--- src/rtl/ysyx_22050243_ctrl_pkg.sv ---
// Shared encodings for the decode-stage control sequencer.
package ysyx_22050243_ctrl_pkg;

  localparam logic [6:0] OPC_LUI      = 7'b0110111;
  localparam logic [6:0] OPC_AUIPC    = 7'b0010111;
  localparam logic [6:0] OPC_JAL      = 7'b1101111;
  localparam logic [6:0] OPC_JALR     = 7'b1100111;
  localparam logic [6:0] OPC_BRANCH   = 7'b1100011;
  localparam logic [6:0] OPC_LOAD     = 7'b0000011;
  localparam logic [6:0] OPC_STORE    = 7'b0100011;
  localparam logic [6:0] OPC_OP_IMM   = 7'b0010011;
  localparam logic [6:0] OPC_OP       = 7'b0110011;
  localparam logic [6:0] OPC_OP_IMM32 = 7'b0011011;
  localparam logic [6:0] OPC_OP_32    = 7'b0111011;
  localparam logic [6:0] OPC_FENCE    = 7'b0001111;
  localparam logic [6:0] OPC_SYSTEM   = 7'b1110011;

  localparam logic [31:0] EBREAK_WORD = 32'h0010_0073;

  typedef enum logic [2:0] {
    ALU_ADD      = 3'b000,
    ALU_BRANCH   = 3'b001,
    ALU_OP       = 3'b010,
    ALU_OP_IMM   = 3'b011,
    ALU_OP_32    = 3'b110,
    ALU_OP_IMM32 = 3'b111
  } alu_op_e;

  typedef enum logic [2:0] {
    M2R_ALU   = 3'b000,
    M2R_MEM   = 3'b001,
    M2R_IMM   = 3'b010,
    M2R_PC4   = 3'b011,
    M2R_PCIMM = 3'b100,
    M2R_CSR   = 3'b101
  } mem2reg_e;

  typedef enum logic [1:0] {
    PC_SEQ  = 2'b00,
    PC_JAL  = 2'b01,
    PC_JALR = 2'b10
  } pc_src_e;

  // Field order matches the 15-bit ctrl port, MSB first.
  typedef struct packed {
    logic     illegal;
    logic     csr_r;
    logic     alu_src;
    mem2reg_e mem2reg;
    logic     reg_w;
    logic     mem_r;
    logic     mem_w;
    logic     branch;
    pc_src_e  pc_src_ctrl;
    alu_op_e  alu_op;
  } ctrl_t;

  typedef enum logic [1:0] {
    S_IDLE = 2'b00,
    S_HOLD = 2'b01,
    S_MEM  = 2'b10,
    S_HALT = 2'b11
  } seq_state_e;

endpackage

--- src/rtl/ysyx_22050243_ctrl_dec.sv ---
// Combinational instruction decoder producing the control bundle.
module ysyx_22050243_ctrl_dec
  import ysyx_22050243_ctrl_pkg::*;
#(
  parameter int XLEN   = 64,
  parameter bit CSR_EN = 1'b1
) (
  input  logic [31:0] inst,
  output ctrl_t       ctrl,
  output logic        is_mem,
  output logic        is_ebreak
);

  localparam bit RV64 = (XLEN == 64);

  logic [6:0] opcode;
  logic [2:0] funct3;
  logic       illegal;

  assign opcode = inst[6:0];
  assign funct3 = inst[14:12];

  // Opcode decode; any illegal word collapses to a bundle carrying only the illegal flag.
  always_comb begin
    ctrl      = '0;
    is_mem    = 1'b0;
    is_ebreak = 1'b0;
    illegal   = 1'b0;
    case (opcode)
      OPC_LUI: begin
        ctrl.mem2reg = M2R_IMM;
        ctrl.reg_w   = 1'b1;
      end
      OPC_AUIPC: begin
        ctrl.mem2reg = M2R_PCIMM;
        ctrl.reg_w   = 1'b1;
      end
      OPC_JAL: begin
        ctrl.mem2reg     = M2R_PC4;
        ctrl.reg_w       = 1'b1;
        ctrl.pc_src_ctrl = PC_JAL;
      end
      OPC_JALR: begin
        ctrl.mem2reg     = M2R_PC4;
        ctrl.reg_w       = 1'b1;
        ctrl.pc_src_ctrl = PC_JALR;
      end
      OPC_BRANCH: begin
        ctrl.branch = 1'b1;
        ctrl.alu_op = ALU_BRANCH;
      end
      OPC_LOAD: begin
        ctrl.alu_src = 1'b1;
        ctrl.mem2reg = M2R_MEM;
        ctrl.reg_w   = 1'b1;
        ctrl.mem_r   = 1'b1;
        is_mem       = 1'b1;
      end
      OPC_STORE: begin
        ctrl.alu_src = 1'b1;
        ctrl.mem_w   = 1'b1;
        is_mem       = 1'b1;
      end
      OPC_OP_IMM: begin
        ctrl.alu_src = 1'b1;
        ctrl.reg_w   = 1'b1;
        ctrl.alu_op  = ALU_OP_IMM;
      end
      OPC_OP: begin
        ctrl.reg_w  = 1'b1;
        ctrl.alu_op = ALU_OP;
      end
      OPC_OP_IMM32: begin
        if (RV64) begin
          ctrl.alu_src = 1'b1;
          ctrl.reg_w   = 1'b1;
          ctrl.alu_op  = ALU_OP_IMM32;
        end else begin
          illegal = 1'b1;
        end
      end
      OPC_OP_32: begin
        if (RV64) begin
          ctrl.reg_w  = 1'b1;
          ctrl.alu_op = ALU_OP_32;
        end else begin
          illegal = 1'b1;
        end
      end
      OPC_FENCE: begin
        ctrl = '0;
      end
      OPC_SYSTEM: begin
        if (inst == EBREAK_WORD) begin
          is_ebreak = 1'b1;
        end else if (CSR_EN && (funct3 != 3'b000)) begin
          ctrl.csr_r   = 1'b1;
          ctrl.mem2reg = M2R_CSR;
          ctrl.reg_w   = 1'b1;
        end else begin
          illegal = 1'b1;
        end
      end
      default: illegal = 1'b1;
    endcase

    // inst[1:0] != 2'b11 never matches a listed opcode, so it lands in default.
    if (illegal) begin
      ctrl         = '0;
      ctrl.illegal = 1'b1;
      is_mem       = 1'b0;
      is_ebreak    = 1'b0;
    end
  end

endmodule

--- src/rtl/ysyx_22050243_ctrl_seq.sv ---
// Handshaked decode-stage sequencer: registers the decoded bundle, waits out
// memory operations and parks in a sticky halt after ebreak.
//
// state  | meaning
// IDLE   | ready for an instruction, no bundle held
// HOLD   | bundle valid, waiting for downstream to accept it
// MEM    | load/store issued, waiting for mem_done or timeout
// HALT   | ebreak retired; only reset leaves
module ysyx_22050243_ctrl_seq
  import ysyx_22050243_ctrl_pkg::*;
#(
  parameter int XLEN        = 64,
  parameter bit CSR_EN      = 1'b1,
  parameter int MEM_TIMEOUT = 0
) (
  input  logic        clk,
  input  logic        rst_n,
  input  logic        inst_valid,
  input  logic [31:0] inst,
  output logic        inst_ready,
  output logic        out_valid,
  input  logic        out_ready,
  output logic [14:0] ctrl,
  input  logic        mem_done,
  output logic        mem_err,
  output logic        halt
);

  localparam bit TIMEOUT_EN = (MEM_TIMEOUT > 0);
  // A disabled timeout still needs a legal one-bit counter.
  localparam int CNT_W = TIMEOUT_EN ? $clog2(MEM_TIMEOUT + 1) : 1;
  localparam logic [CNT_W-1:0] CNT_LAST = CNT_W'(TIMEOUT_EN ? MEM_TIMEOUT - 1 : 0);

  seq_state_e       state_q, state_d;
  ctrl_t            ctrl_q;
  ctrl_t            dec_ctrl;
  logic             dec_is_mem, dec_is_ebreak;
  logic             held_mem, held_ebreak;
  logic [CNT_W-1:0] cnt_q;
  logic             mem_err_q, halt_q;
  logic             load_bundle, cnt_clr, timeout_hit, set_halt;
  logic             inst_ready_c, out_valid_c;

  ysyx_22050243_ctrl_dec #(
    .XLEN   (XLEN),
    .CSR_EN (CSR_EN)
  ) u_dec (
    .inst      (inst),
    .ctrl      (dec_ctrl),
    .is_mem    (dec_is_mem),
    .is_ebreak (dec_is_ebreak)
  );

  // Next-state and handshake decode.
  always_comb begin
    state_d      = state_q;
    load_bundle  = 1'b0;
    cnt_clr      = 1'b0;
    timeout_hit  = 1'b0;
    set_halt     = 1'b0;
    inst_ready_c = 1'b0;
    out_valid_c  = 1'b0;
    case (state_q)
      S_IDLE: begin
        inst_ready_c = 1'b1;
        if (inst_valid) begin
          load_bundle = 1'b1;
          state_d     = S_HOLD;
        end
      end
      S_HOLD: begin
        out_valid_c = 1'b1;
        if (out_ready) begin
          if (held_mem) begin
            state_d = S_MEM;
            cnt_clr = 1'b1;
          end else if (held_ebreak) begin
            state_d  = S_HALT;
            set_halt = 1'b1;
          end else begin
            // Plain instruction retiring: accept the next one in the same cycle.
            inst_ready_c = 1'b1;
            if (inst_valid) begin
              load_bundle = 1'b1;
            end else begin
              state_d = S_IDLE;
            end
          end
        end
      end
      S_MEM: begin
        // mem_done has priority over a coincident timeout.
        if (mem_done) begin
          state_d = S_IDLE;
        end else if (TIMEOUT_EN && (cnt_q == CNT_LAST)) begin
          state_d     = S_IDLE;
          timeout_hit = 1'b1;
        end
      end
      S_HALT: begin
        state_d = S_HALT;
      end
      default: state_d = S_IDLE;
    endcase
  end

  // State, held bundle and status flags.
  always_ff @(posedge clk or negedge rst_n) begin
    if (!rst_n) begin
      state_q     <= S_IDLE;
      ctrl_q      <= '0;
      held_mem    <= 1'b0;
      held_ebreak <= 1'b0;
      mem_err_q   <= 1'b0;
      halt_q      <= 1'b0;
    end else begin
      state_q   <= state_d;
      mem_err_q <= timeout_hit;
      if (set_halt) begin
        halt_q <= 1'b1;
      end
      if (load_bundle) begin
        ctrl_q      <= dec_ctrl;
        held_mem    <= dec_is_mem;
        held_ebreak <= dec_is_ebreak;
      end
    end
  end

  // Memory wait counter: cleared on MEM entry, counts each MEM cycle.
  always_ff @(posedge clk or negedge rst_n) begin
    if (!rst_n) begin
      cnt_q <= '0;
    end else if (cnt_clr) begin
      cnt_q <= '0;
    end else if (TIMEOUT_EN && (state_q == S_MEM)) begin
      cnt_q <= cnt_q + 1'b1;
    end
  end

  assign inst_ready = inst_ready_c;
  assign out_valid  = out_valid_c;
  assign ctrl       = ctrl_q;
  assign mem_err    = mem_err_q;
  assign halt       = halt_q;

endmodule

--- config.mk ---
export PLATFORM = sky130hd
export DESIGN_NAME = ysyx_22050243_ctrl_seq
export DESIGN_NICKNAME = d
export VERILOG_FILES = /design/src/rtl/ysyx_22050243_ctrl_pkg.sv /design/src/rtl/ysyx_22050243_ctrl_dec.sv /design/src/rtl/ysyx_22050243_ctrl_seq.sv
export SDC_FILE = /design/constraint.sdc
export NUM_CORES = 1
export LEC_CHECK = 0
export ABC_AREA = 0
export BUFFER_PORTS_ARGS = -buffer_cell sky130_fd_sc_hd__buf_2
export CAP_MARGIN = 0
export CORE_AREA = 2 2 62 64
export CTS_BUF_LIST = sky130_fd_sc_hd__clkbuf_8
export CTS_CLUSTER_SIZE = 40
export DETAILED_ROUTE_END_ITERATION = 16
export DIE_AREA = 0 0 64 66
export GPL_TIMING_DRIVEN = 0
export PLACE_DENSITY_LB_ADDON = 0.3
export SLEW_MARGIN = 20
export SYNTH_ARGS = -nofsm -noshare
export SYNTH_HDL_FRONTEND = slang
export SYNTH_SLANG_ARGS = --single-unit
--- constraint.sdc ---
create_clock -name clk -period 2.2 [get_ports clk]
set_input_delay 0.55 -clock clk [delete_from_list [all_inputs] [get_ports clk]]
set_output_delay 0.55 -clock clk [all_outputs]
set_load 0.02 [all_outputs]
# == Word level (Yosys, flattened, before mapping) ==
# Index checks and enable logic that the tools add are counted.
# W data, S select, Z words.
# classes
eq_ne,21
n_mux,43
reduce_logical,8
# ops
op,n
$eq A32 B21 Y1 const B,1
$pmux W3 S5,2
$eq A7 B6 Y1 const B,4
$eq A7 B7 Y1 const B,4
$mux W1,26
$eq A7 B5 Y1 const B,3
$mux W15,1
$mux W2,6
$reduce_or A12 Y1,1
$reduce_or A9 Y1,1
$mux W4,2
$pmux W1 S2,4
$pmux W2 S4,1
$eq A7 B2 Y1 const B,1
$eq A7 B4 Y1 const B,1
$ne A2 B2 Y1 const B,3
$eq A2 B2 Y1 const B,2
$ne A4 B4 Y1 const B,1
$pmux W2 S2,1
$reduce_and A4 Y1,1
$reduce_or A2 Y1,2
$reduce_or A4 Y1,1
$reduce_bool A3 Y1,1
$eq A2 B1 Y1 const B,1
$logic_not A2 Y1,1
# totals
regBits,20

# == Depth between registers and ports, before layout ==
# depth
ltp_word,5
ltp_mapped,7
mapped_depth_nobuf,5

# == Cells and area by module ==
# A second synthesis with hierarchy kept.
# unflattened
cells_unflattened,106
area_unflattened_um2,1166.1
# modules_own_cells
mod,n_inst,cells_each,area_each_um2,seq_area_each_um2
ysyx_22050243_ctrl_seq,1,55,853.3,500.5
ysyx_22050243_ctrl_dec,1,51,312.8,0.0

# == Worst setup path before layout ==
# OpenSTA, ideal clock, no wires.
# synth_timing
path_kind,input to register
start,input port inst[2]
end,register ctrl_q (netlist bit ctrl[3])
t_arrival_ns,1.996
t_required_ns,2.076
path_slack_ns,0.080
cell_stages,7
path_buffers,2
cell_sequence,buf_6 > and4bb_4 > nand4_4 > or4_4 > o21ai_4 > buf_12 > o31ai_2
# synth_between
elab_chain_cells,4
word_cells_on_any_way,19
classes_between,eq/ne: 14; mux: 4; reduce/logical: 1
# synth_rtl
element,line,text
start: declaration,ysyx_22050243_ctrl_seq.sv:19,"input logic [31:0] inst,"
$eq A7 B4 Y1 (tied with other cells),ysyx_22050243_ctrl_dec.sv:29,case (opcode)
$reduce_or A12 Y1 (no line) or $mux W1 (tied branches),n/a,
$pmux W1 S2,ysyx_22050243_ctrl_dec.sv:29,
$mux W15 (*),ysyx_22050243_ctrl_dec.sv:108,if (illegal) begin
end signal: assignment,ysyx_22050243_ctrl_seq.sv:123,ctrl_q <= dec_ctrl;
end: declaration,ysyx_22050243_ctrl_seq.sv:35,ctrl_t ctrl_q;
# Every way passes the cells marked *; elsewhere a longest branch is shown, timed or not.
# A chain may end at the register's enable or synchronous reset.

# == Final worst setup path ==
# layout_timing
start,input port inst[3]
end,register ctrl_q (netlist bit ctrl[3])
# The elaborated chain is that of the path after synthesis.

==> qor.yml <==
crit_fanout: 10
place_congestion: 0.857
diodes: 0
num_rows: 22
synth_edf_count: 0
critPathCaptureType: "flop"
cts_buffers: 3
io_pins: 56
hpwl_um: 2280
fmaxAchievable_ghz: 0.487
cts_sinks: 20
cts.path.max_buffers: 2
vias_per_cell: 5.19
power_density_nw_per_um2: 471
cts_tree: "done"
grt_pass1_vias: 1206
clockRootBuffer: "clkbuf_8"
initial_core_util_pct: 33.9
portBuffers: 51
synth_fp_nets: 163
setup_ws_ps: 146
clock_latency_ps: 250
synth_ff_type: "dfrtp_1"
core_area_um2: 3550
syn_area_per_cell_um2: 9.54
drt-pass1-iter-count: 4
finalInstanceArea_um2: 1560
crit_required_ps: 2330
outcome: "finished clean"
synth_cell_types: 44
post-cts-setup-buffers: 0
die_w_um: 64
num_vias: 1183
hold_buffers: 0
rsz0062_at_grt: "no"
period_share_pct: 93.3
ys_ff_latch: 20
dp.cells: 225
ant_nets: 0
power_leakage_uw: 0.000758
syn_inst: 126
tightest_slew_ps: 485
ys_seq_area_share_pct: 41.6
post-route-util_pct: 44.0
final_cell_mix: "52 x buf_2, 20 x dfrtp_1, 19 x nand2_1"
antenna_found_initial: 0
final.min_clock_period_ps: 2050
wl_um: 2790
placed_area_um2: 1520
fin_nets: 219
worstHoldPathType: "primary input to async pin"
peakVddDrop_v: 0.000219
gr-total-overflow: 0
die_h_um: 66
synthArstFlopShare_pct: 100
globalRouteTotalUtil_pct: 14.6
stdcell_count: 228
drv_slew: 0
final-setup-viol-count: 0
finClkSkew_ps: 1.20
drive_above_1_share_pct: 43.9
hold_viol_final: 0
grt_pass1_wl_um: 4980
cap_violations: 0
die_area_um2: 4220
slew_headroom_pct: 66.8
critPathKind: "primary input to flop"
clkTransAtPathRegs_ps: 70
htreeDepth: 1
cp-start-kind: "primary input"
syn_area_um2: 1200
wl_per_cell_um: 12.3
critPathArrivalTime_ps: 2190
dp_worst_setup_slack_ps: -111
final_common_cell: "buf_2"
drt_iter0_drc: 34
yosys_warnings: 0
route.detailed.drc: 0
syn_to_final_growth_pct: 30.0
grt_start_max_net_pins: 21
==> state kept, by name, summed over array words and instances, names as in the netlist <==
| register | count |
|---|---|
| ctrl | 15 |
| halt | 1 |
| held_ebreak | 1 |
| held_mem | 1 |
| state_q | 2 |
==> Yosys cell counts (2+ instances only) <==
library cell | instances | share of area [%]
a21boi_0 | 2 | 1.2
a21oi_1 | 3 | 1.2
a31oi_1 | 3 | 1.6
buf_4 | 3 | 1.9
dfrtp_1 | 20 | 42
inv_1 | 6 | 1.9
mux2i_1 | 2 | 1.7
nand2_1 | 19 | 5.9
nand2b_1 | 2 | 1.0
nand3_1 | 4 | 1.7
nor2_1 | 10 | 3.1
nor2b_1 | 2 | 1.0
nor4_1 | 6 | 3.1
nor4bb_1 | 2 | 1.7
o21ai_0 | 2 | 0.83
o21ai_2 | 9 | 6.6
o31ai_1 | 2 | 1.2
o41ai_1 | 2 | 1.5
or3_1 | 2 | 1.0
==> stage by stage <==
stage	setup TNS [ps]	power (µW)	hold slack [ps]
6_report	0	736	236
5_1_grt	0	775	268
4_1_cts	0	742	253
3_5_place_dp	-1210	513	460
3_3_place_gp	-1060	509	450
2_1_floorplan	0	454	254
==> power breakdown <==
part / switching, µW / internal [µW]
Sequential: 3.26 / 372
Combinational: 77.2 / 53.7
Clock: 108 / 121
Total: 188 / 547
==> repair_timing <==
action                                  CTS  global route
endpoints found under the setup margin    0             3
hold endpoints to repair                  0             0
gates resized for setup                   0             1
==> final cells by class <==
class	instances	area, µm²
Fill cell	351	1990
Timing Repair Buffer	51	255
Inverter	6	22.5
Sequential cell	20	500
Buffer	7	63.8
Clock buffer	3	41.3
Multi-Input combinational cell	93	619
Tap cell	48	60.1
==> per-layer routing <==
layer	GRT usage [%]	wire length, µm
met3	1.53	202
met2	25.7	1360
met5	0	0
met4	4.89	27
met1	18.6	1210
==> path summary, 6_finish.rpt <==
check / from / to / slack [ps] / cells after the start
setup / recovery: inst[3] / ctrl[3]$_DFFE_PN0P_ / 150 / 7
hold / removal: rst_n / ctrl[10]$_DFFE_PN0P_ / 240 / 1
setup reg to reg: held_ebreak$_DFFE_PN0P_ / ctrl[9]$_DFFE_PN0P_ / 230 / 5
hold reg to reg: ctrl[5]$_DFFE_PN0P_ / ctrl[5]$_DFFE_PN0P_ / 480 / 2
max in group asynchronous: rst_n / held_mem$_DFFE_PN0P_ / 1660 / 1
min in group clk: mem_done / state_q[1]$_DFFE_PN0P_ / 470 / 2
==> logic make-up after synthesis <==
kind of cell	count (synthesis)	synth area share [%]
simple gates	57	27.2
compound gates	32	21.1
flops	20	41.6
buf+inv	13	7.18
mux	3	2.60
other cells	1	0.312
==> critical path, cell delays in order <==
cell and delay, ps:
buf_2 140, and4bb_4 410, nand4_4 120, or4_4 440, o21ai_4 280, buf_12 180, o31ai_2 70
Note: power is estimated with default switching activity, not from simulation.
